[config.mk]
export PLATFORM = sky130hd
export DESIGN_NAME = pixel_median5
export DESIGN_NICKNAME = d
export VERILOG_FILES = /design/src/rtl/pixel_median5.sv
export SDC_FILE = /design/constraint.sdc
export NUM_CORES = 1
export LEC_CHECK = 0
export ABC_AREA = 1
export BUFFER_PORTS_ARGS = -buffer_cell sky130_fd_sc_hd__buf_2
export CELL_PAD_IN_SITES_DETAIL_PLACEMENT = 1
export CELL_PAD_IN_SITES_GLOBAL_PLACEMENT = 2
export CORE_MARGIN = 5
export CORE_UTILIZATION = 35
export CTS_CLUSTER_SIZE = 40
export DETAILED_ROUTE_END_ITERATION = 10
export PLACE_DENSITY_LB_ADDON = 0.2
export SYNTH_ARGS = -nofsm -noshare
export SYNTH_HDL_FRONTEND = slang
export SYNTH_SLANG_ARGS = --single-unit
[constraint.sdc]
create_clock -name clk -period 11 [get_ports clk]
set_clock_uncertainty 0.2 [all_clocks]
set_input_delay 0 -clock clk [delete_from_list [all_inputs] [get_ports clk]]
set_output_delay 0 -clock clk [all_outputs]
set_load 0.05 [all_outputs]
[src/rtl/pixel_median5.sv]
// Per-channel min/median/max of 5 RGB pixels using one shared compare-exchange unit
// stepped through a 10-compare odd-even transposition sort; valid/ready on both sides.
package pixel_pkg;
  typedef struct packed {
    logic [7:0] red;
    logic [7:0] grn;
    logic [7:0] blu;
  } pixel_t;
endpackage

module pixel_median5 (
  input  logic             clk,
  input  logic             rst_n,
  input  logic             clr,
  input  logic             in_valid,
  output logic             in_ready,
  input  pixel_pkg::pixel_t in_pix,
  output logic             out_valid,
  input  logic             out_ready,
  output pixel_pkg::pixel_t out_med,
  output pixel_pkg::pixel_t out_min,
  output pixel_pkg::pixel_t out_max
);

  typedef enum logic [1:0] {LOAD, SORT, OUT} state_t;

  state_t            state_q;
  logic [2:0]        cnt_q;
  logic [2:0]        pass_q;
  logic              pair_q;
  logic              in_ready_q;
  logic              out_valid_q;
  pixel_pkg::pixel_t buf_q [5];

  logic [2:0]        lo_idx;
  logic [2:0]        hi_idx;
  pixel_pkg::pixel_t cx_a;
  pixel_pkg::pixel_t cx_b;
  pixel_pkg::pixel_t cx_lo;
  pixel_pkg::pixel_t cx_hi;

  function automatic logic [7:0] min8(input logic [7:0] a, input logic [7:0] b);
    return (a > b) ? b : a;
  endfunction

  function automatic logic [7:0] max8(input logic [7:0] a, input logic [7:0] b);
    return (a > b) ? a : b;
  endfunction

  // Even passes use pairs (0,1),(2,3); odd passes shift by one to (1,2),(3,4).
  always_comb begin
    lo_idx    = {1'b0, pair_q, 1'b0} + {2'b00, pass_q[0]};
    hi_idx    = lo_idx + 3'd1;
    cx_a      = buf_q[lo_idx];
    cx_b      = buf_q[hi_idx];
    cx_lo.red = min8(cx_a.red, cx_b.red);
    cx_lo.grn = min8(cx_a.grn, cx_b.grn);
    cx_lo.blu = min8(cx_a.blu, cx_b.blu);
    cx_hi.red = max8(cx_a.red, cx_b.red);
    cx_hi.grn = max8(cx_a.grn, cx_b.grn);
    cx_hi.blu = max8(cx_a.blu, cx_b.blu);
  end

  always_ff @(posedge clk or negedge rst_n) begin
    if (!rst_n) begin
      state_q     <= LOAD;
      cnt_q       <= 3'd0;
      pass_q      <= 3'd0;
      pair_q      <= 1'b0;
      in_ready_q  <= 1'b1;
      out_valid_q <= 1'b0;
      for (int i = 0; i < 5; i++) buf_q[i] <= '0;
    end else if (clr) begin
      state_q     <= LOAD;
      cnt_q       <= 3'd0;
      pass_q      <= 3'd0;
      pair_q      <= 1'b0;
      in_ready_q  <= 1'b1;
      out_valid_q <= 1'b0;
    end else begin
      case (state_q)
        LOAD: begin
          if (in_valid) begin
            buf_q[cnt_q] <= in_pix;
            if (cnt_q == 3'd4) begin
              cnt_q      <= 3'd0;
              pass_q     <= 3'd0;
              pair_q     <= 1'b0;
              in_ready_q <= 1'b0;
              state_q    <= SORT;
            end else begin
              cnt_q <= cnt_q + 3'd1;
            end
          end
        end
        SORT: begin
          buf_q[lo_idx] <= cx_lo;
          buf_q[hi_idx] <= cx_hi;
          if (pair_q && pass_q == 3'd4) begin
            out_valid_q <= 1'b1;
            state_q     <= OUT;
          end else if (pair_q) begin
            pass_q <= pass_q + 3'd1;
            pair_q <= 1'b0;
          end else begin
            pair_q <= 1'b1;
          end
        end
        OUT: begin
          if (out_ready) begin
            out_valid_q <= 1'b0;
            in_ready_q  <= 1'b1;
            cnt_q       <= 3'd0;
            state_q     <= LOAD;
          end
        end
        default: begin
          state_q     <= LOAD;
          cnt_q       <= 3'd0;
          in_ready_q  <= 1'b1;
          out_valid_q <= 1'b0;
        end
      endcase
    end
  end

  assign in_ready  = in_ready_q;
  assign out_valid = out_valid_q;
  assign out_min   = buf_q[0];
  assign out_med   = buf_q[2];
  assign out_max   = buf_q[4];

endmodule

==> Flow_metrics.wiki, run 1 <==
{| class="wikitable"
! Metric !! Value
|-
| Outcome || finished clean
|-
| Unrepaired setup endpoints after global routing || no
|-
| Post-synthesis async set-or-reset flop share || 100%
|-
| Final GP Congestion || 0.861
|-
| Number of distinct standard cells referenced by the synthesized netlist || 33
|-
| Critical Setup Path Class || reg2reg
|-
| Flip-flop cell with the highest count after synthesis || sky130_fd_sc_hd__dfrtp_1
|-
| Peak fanout along the critical path || 49
|-
| Final clock period utilization by the worst path || 47.1%
|-
| Achievable Freq || 193 MHz
|-
| Full die area || 36200 sq um
|-
| Number of nets still failing antenna checks after routing || 0
|-
| Later-pin clock latency in the skew report || 450 ps
|-
| Nature of the critical path endpoint || flop
|-
| Number of flops mapped to enable cells by yosys || 0
|-
| TritonCTS clock tree || yes
|-
| Number of synthesized register bits || 131
|-
| Arrival time at the worst endpoint || 5310 ps
|-
| Relative slew margins || 23.3%
|-
| Number of buffers inserted by post-CTS setup repair || 0
|-
| Overall routed net length || 47200 um
|-
| Post-route setup TNS || 0 ps
|-
| Vias per std cell || 5.39
|-
| Top cells by area, synth || sky130_fd_sc_hd__dfrtp_1 (29%), sky130_fd_sc_hd__nand2_1 (17%), sky130_fd_sc_hd__nand3_1 (16%), sky130_fd_sc_hd__a21oi_1 (7.8%), sky130_fd_sc_hd__nor2_1 (7.8%)
|-
| Initial core utilization || 35.2%
|-
| TritonRoute pass-1 iters || 9
|-
| Reg2reg setup slack || 5820 ps
|-
| Pin slew with the least headroom to its limit || 1150 ps
|-
| Final-layout fill cell count || 4297
|-
| DRC marker count from the first detailed-route iteration || 893
|-
| Class of the most critical hold timing path || in2reg
|-
| Maxcap violations || 0
|-
| Number of antenna diodes || 0
|-
| Share of the core filled with cells || 38.7%
|-
| Top cells by count, synth || sky130_fd_sc_hd__nand2_1 (506), sky130_fd_sc_hd__nand3_1 (357), sky130_fd_sc_hd__nor2_1 (235)
|-
| Number of buffers on the longest clock path || 2
|-
| I/O Buffers || 102
|-
| Overall overflow remaining after global route || 0
|-
| Clk Tree Root Cell || sky130_fd_sc_hd__clkbuf_16
|-
| Pin count of the biggest net entering global routing || 79
|-
| Ys Warns || 0
|-
| Net Count, Synth || 1919
|-
| Number of H-tree levels || 4
|-
| Remaining DRCs || 0
|-
| Number of cells produced by synthesis || 1856
|-
| Total Nets Final || 1919
|-
| Area used by multi-input combinational logic || 6550 sq um
|-
| Fraction of layout instances using a drive strength above 1 || 12.3%
|-
| Chip Height || 190 um
|-
| FP Rows || 66
|-
| Area growth from synthesis to layout || 9.86%
|-
| Clk pin slew, worst setup/hold paths || 60 ps
|-
| Die span in x || 190 um
|-
| Via count of the routed design || 12400
|-
| Final worst hold slack || 203 ps
|-
| Clock buffer count from CTS || 17
|-
| I/O pins || 103
|-
| Average footprint of a synthesized cell || 6.13 sq um
|-
| Vias in the first global route || 12400
|-
| Post-synthesis instance area || 11400 sq um
|-
| Per-cell routed wire length || 20.4 um
|-
| Required arrival time at the worst endpoint || 11130 ps
|-
| Final Hold Violating Endpoints || 0
|-
| Total number of clock tree sinks || 131
|-
| Number of antenna violations at the first check in global routing || 0
|-
| Fraction of synthesized cell area taken by the top area cell type || 28.6%
|-
| First-pass GRT wire length || 73300 um
|-
| Setup-violating endpoint count in the final report || 0
|-
| Total area of sequential cells || 3280 sq um
|-
| Most repeated cell in the gate-level netlist after synthesis || sky130_fd_sc_hd__nand2_1
|-
| DPL Wire Length || 29000 um
|-
| Startpoint kind of the worst setup timing path || flop
|-
| Floorplan Core Area || 32300 sq um
|-
| Sequential cell area fraction in the yosys report || 28.8%
|-
| Shortest period the worst path allows || 5180 ps
|-
| Pins Over Slew Limit || 0
|-
| Overall track demand over capacity in global routing || 26.0%
|-
| Synth area leader || sky130_fd_sc_hd__dfrtp_1
|}
## cell usage in the layout, fill, tap and decap left out, types with 10 or more instances in the layout
| cell | count |
|---|---|
| sky130_fd_sc_hd__nand2_2 | 22 |
| sky130_fd_sc_hd__dfrtp_1 | 129 |
| sky130_fd_sc_hd__nand2_1 | 505 |
| sky130_fd_sc_hd__clkbuf_16 | 17 |
| sky130_fd_sc_hd__nand3_1 | 357 |
| sky130_fd_sc_hd__nand3_2 | 10 |
| sky130_fd_sc_hd__buf_2 | 101 |
| sky130_fd_sc_hd__a21oi_1 | 177 |
| sky130_fd_sc_hd__inv_1 | 123 |
| sky130_fd_sc_hd__dlygate4sd3_1 | 31 |
| sky130_fd_sc_hd__o21ai_0 | 30 |
| sky130_fd_sc_hd__ha_1 | 34 |
| sky130_fd_sc_hd__inv_2 | 30 |
| sky130_fd_sc_hd__buf_4 | 20 |
| sky130_fd_sc_hd__nor2_1 | 231 |
## flip-flops by register name (all words and copies together), names as in the netlist
signal	count
buf_q	48
cnt_q	3
in_ready	1
out_max	24
out_med	24
out_min	24
out_valid	1
pair_q	1
pass_q	3
state_q	2
## per-layer routing
layer	GRT usage, %	part of all wire, %
met5	0	0
met4	7.73	2.6
met3	3.06	4.5
met2	42.2	46
met1	36.6	47
## layout make-up
cell class / count / share of cell area [%]
clock buffer: 23 / 3.74
timing repair buffer: 154 / 8.04
clock inverter: 7 / 0.480
sequential: 131 / 26.3
tap: 442 / 4.42
multi-input combinational: 1397 / 52.4
inverter: 155 / 4.67
## path summary, 6_finish.rpt
kind                       startpoint     endpoint  cells after the start
max in group asynchronous       rst_n    buf_q[36]                      4
max reg2reg                 pass_q[0]  out_min[13]                     18
min in group asynchronous       rst_n   out_min[4]                      3
min reg2reg                 out_valid    out_valid                      2
max                         pass_q[0]  out_min[13]                     18
min                         in_pix[9]   out_max[9]                      4
## what timing repair did
action                                 4_1_cts  5_1_grt
endpoints found under the hold margin      193        0
hold buffers                                32        0
gates resized for setup                      0        0
## critical path, cell delays in order (launching register included)
cell and delay (ps):
sky130_fd_sc_hd__dfrtp_4 750, sky130_fd_sc_hd__inv_2 80, sky130_fd_sc_hd__ha_1 520, sky130_fd_sc_hd__buf_4 340, sky130_fd_sc_hd__nor3_4 340, sky130_fd_sc_hd__buf_4 400
sky130_fd_sc_hd__nand2_1 90, sky130_fd_sc_hd__nand2_1 90, sky130_fd_sc_hd__inv_2 50, sky130_fd_sc_hd__ha_1 290, sky130_fd_sc_hd__nand2_1 70, sky130_fd_sc_hd__nor2_1 170
sky130_fd_sc_hd__nand4_2 480, sky130_fd_sc_hd__nand2_2 610, sky130_fd_sc_hd__nand2_1 210, sky130_fd_sc_hd__nand3_1 120, sky130_fd_sc_hd__nand2_1 80, sky130_fd_sc_hd__nand2_1 70
sky130_fd_sc_hd__a21oi_1 70
## cells by family after synthesis
logic type | share of synthesized area (%)
and+or+nand+nor | 43.0
adders and majority gates | 3.74
DFF | 28.8
buffers and inverters | 14.1
muxes | 0.0989
AOI/OAI and AO/OA | 10.2
## stage by stage
| step | worst slack, ps | area [sq um] | std cells |
|---|---|---|---|
| 2_1_floorplan | 7330 | 11400 | 1856 |
| 3_3_place_gp | 6060 | 11600 | 2247 |
| 3_5_place_dp | 5900 | 11600 | 2247 |
| 4_1_cts | 5890 | 12500 | 2309 |
| 5_1_grt | 5500 | 12500 | 2309 |
| 6_report | 5820 | 12500 | 2309 |
Power of run 1 is not shown: default switching activity piles up to over one toggle a cycle in this logic, so the estimate is an artifact.
==> inputs of run 2 (changes only) <==
- CORE_UTILIZATION: 35 -> 30
- clock period: 11 -> 4.4 ns (I/O delays scaled with it)
==> Flow_metrics.wiki, run 2 (synthesis results as in run 1) <==
{| class="wikitable"
! Metric !! Value
|-
| Startpoint kind of the worst setup timing path || flop (unchanged)
|-
| Peak fanout along the critical path || 64 (was 49)
|-
| DRC marker count from the first detailed-route iteration || 801 (was 893)
|-
| Chip Height || 205 um (was 190 um)
|-
| Reg with most FFs || buf_q (unchanged)
|-
| Initial core utilization || 30.3% (was 35.2%)
|-
| Later-pin clock latency in the skew report || 450 ps (about the same)
|-
| Top delay family on crit path || simple AND/OR/NAND/NOR gates (unchanged)
|-
| Floorplan Core Area || 37600 sq um (was 32300 sq um)
|-
| Final clock period utilization by the worst path || 88.1% (was 47.1%)
|-
| Required arrival time at the worst endpoint || 4530 ps (was 11130 ps)
|-
| Worst hold path cell count || 4 (unchanged)
|-
| Critical path buffers and inverters || 3 (was 4)
|-
| Clock buffer count from CTS || 17 (unchanged)
|-
| I/O Buffers || 102 (unchanged)
|-
| Number of nets still failing antenna checks after routing || 0 (unchanged)
|-
| Vias in the first global route || 12800 (was 12400)
|-
| First-pass GRT wire length || 77000 um (was 73300 um)
|-
| Critical path's largest stage delay || 440 ps (was 750 ps)
|-
| Remaining DRCs || 0 (unchanged)
|-
| Vias per std cell || 5.15 (was 5.39)
|-
| Die span in x || 205 um (was 190 um)
|-
| Fraction of layout instances using a drive strength above 1 || 13.7% (was 12.3%)
|-
| Setup-violating endpoint count in the final report || 0 (unchanged)
|-
| Class of the most critical hold timing path || in2reg (unchanged)
|-
| Post-route setup TNS || 0 ps (unchanged)
|-
| Outcome || finished clean (unchanged)
|-
| Arrival time at the worst endpoint || 4010 ps (was 5310 ps)
|-
| Total Nets Final || 1943 (was 1919)
|-
| Final GP Congestion || 0.834 (was 0.861)
|-
| DPL Wire Length || 32600 um (was 29000 um)
|-
| I/O pins || 103 (unchanged)
|-
| TritonRoute pass-1 iters || 5 (was 9)
|-
| Startpoint of the most critical hold path || in_pix[11] (was in_pix[9])
|-
| Full die area || 41900 sq um (was 36200 sq um)
|-
| Relative slew margins || 34.0% (was 23.3%)
|-
| Number of antenna violations at the first check in global routing || 0 (unchanged)
|-
| Final Hold Violating Endpoints || 0 (unchanged)
|-
| Cell-by-cell trace of the critical path || buf_6 -> buf_4 -> nand2_1 -> nand3_1 -> nand3_1 -> nand2_1 -> inv_2 -> ha_1 -> a21oi_1 -> nor2_1 -> nor2_1 -> nand2_2 -> nand2_2 -> nand2_1 -> nand3_1 -> nand2_1 -> nand2_1 -> a21oi_1 (was inv_2 -> ha_1 -> buf_4 -> nor3_4 -> buf_4 -> nand2_1 -> nand2_1 -> inv_2 -> ha_1 -> nand2_1 -> nor2_1 -> nand4_2 -> nand2_2 -> nand2_1 -> nand3_1 -> nand2_1 -> nand2_1 -> a21oi_1)
|-
| Cell at the slowest stage of the critical path || sky130_fd_sc_hd__dfrtp_4 (unchanged)
|-
| Worst min-delay path endpoint || out_max[11] (was out_max[9])
|-
| Overall routed net length || 49500 um (was 47200 um)
|-
| Overall track demand over capacity in global routing || 23.8% (was 26.0%)
|-
| Number of buffers on the longest clock path || 2 (unchanged)
|-
| Reg2reg setup slack || 520 ps (was 5820 ps)
|-
| Number of H-tree levels || 4 (unchanged)
|-
| Achievable Freq || 258 MHz (was 193 MHz)
|-
| End of the worst register-to-register path || out_med[8] (was out_min[13])
|-
| Shortest period the worst path allows || 3880 ps (was 5180 ps)
|-
| Number of antenna diodes || 0 (unchanged)
|-
| Pins Over Slew Limit || 0 (unchanged)
|-
| Unrepaired setup endpoints after global routing || no (unchanged)
|-
| Area growth from synthesis to layout || 13.6% (was 9.86%)
|-
| Worst flop-to-flop path startpoint || pass_q[0] (unchanged)
|-
| Pin slew with the least headroom to its limit || 989 ps (was 1150 ps)
|-
| Critical Setup Path Class || reg2reg (unchanged)
|-
| Leading cell type in the layout, fill and taps excluded || sky130_fd_sc_hd__nand2_1 (unchanged)
|-
| Per-cell routed wire length || 20.6 um (was 20.4 um)
|-
| Clk pin slew, worst setup/hold paths || 70 ps (was 60 ps)
|-
| Final-layout fill cell count || 4897 (was 4297)
|-
| Worst path most repeated cell || sky130_fd_sc_hd__nand2_1 (unchanged)
|-
| Total number of clock tree sinks || 131 (unchanged)
|-
| TritonCTS clock tree || yes (unchanged)
|-
| Commonest cells after routing, fill and taps aside || sky130_fd_sc_hd__nand2_1 (506), sky130_fd_sc_hd__nand3_1 (357), sky130_fd_sc_hd__nor2_1 (231) (was sky130_fd_sc_hd__nand2_1 (505), sky130_fd_sc_hd__nand3_1 (357), sky130_fd_sc_hd__nor2_1 (231))
|-
| Number of cells traversed by the worst register-to-register path || 18 (unchanged)
|-
| Pin count of the biggest net entering global routing || 111 (was 79)
|-
| FP Rows || 71 (was 66)
|-
| Overall overflow remaining after global route || 0 (unchanged)
|-
| Via count of the routed design || 12400 (about the same)
|-
| Flip-flop count of the largest register, all copies and words added || 48 (unchanged)
|-
| Maxcap violations || 0 (unchanged)
|-
| Nature of the critical path endpoint || flop (unchanged)
|-
| Clk Tree Root Cell || sky130_fd_sc_hd__clkbuf_16 (unchanged)
|}
## run 2: routing by layer
| metal | vias up | share of wire, % | GRT usage, % |
|---|---|---|---|
| met2 | 275 | 47 | 40.3 |
| met1 | 6058 | 46 | 31.4 |
| li1 | 5967 | - | - |
| met3 | 76 | 3.9 | 3.23 |
| met5 | - | 0 | 0 |
| met4 | 0 | 2.7 | 7.63 |
## run 2: worst max path at each step
stage	from	end	slack, ps	depth (start not counted)
5_1_grt	pass_q[0]	out_min[18]	180	20
3_5_place_dp	pass_q[0]	out_med[8]	380	18
4_1_cts	pass_q[0]	buf_q[36]	360	18
3_3_place_gp	pass_q[0]	buf_q[32]	440	18
2_1_floorplan	pass_q[0]	buf_q[32]	730	22
6_report	pass_q[0]	out_med[8]	520	18
## run 2: timing repair
| item | in CTS | in global routing |
|---|---|---|
| endpoints found under the setup margin | 0 | 2 |
| gates resized for setup | 0 | 1 |
| hold buffers | 32 | 0 |
| endpoints found under the hold margin | 192 | 0 |
| setup buffers | 0 | 0 |
## run 2: stage by stage
step                setup slack [ps]  hold slack [ps]  utilization [%]  cell area [sq um]  cells
detailed placement               380             -123             31.7              11900   2340
CTS                              357              170             34.4              12900   2404
global route                     175              213             34.4              12900   2404
global placement                 441             -128             31.7              11900   2340
finish                           524              195             34.4              12900   2404
floorplan                        728             -496                -              11400   1856
## run 2: worst reg2reg max path, delay by kind of cell (launching register included)
| kind | cells | cell delay [ps] |
|---|---|---|
| and+or+nand+nor | 12 | 1630 |
| AOI/OAI and AO/OA | 2 | 230 |
| adders and majority gates | 1 | 300 |
| DFF | 1 | 440 |
| buffers and inverters | 3 | 950 |
## run 2: final cells by class
cell class	count	area (sq um)	share of cell area [%]
multi-input cells	1397	6530	50.5
flip-flops and latches	131	3280	25.4
repair buffers	178	1240	9.58
well taps	511	639	4.95
inverters	155	584	4.52
clock buffers	21	480	3.72
clock inverters	11	174	1.35
Power of run 2 is left out for the same reason.
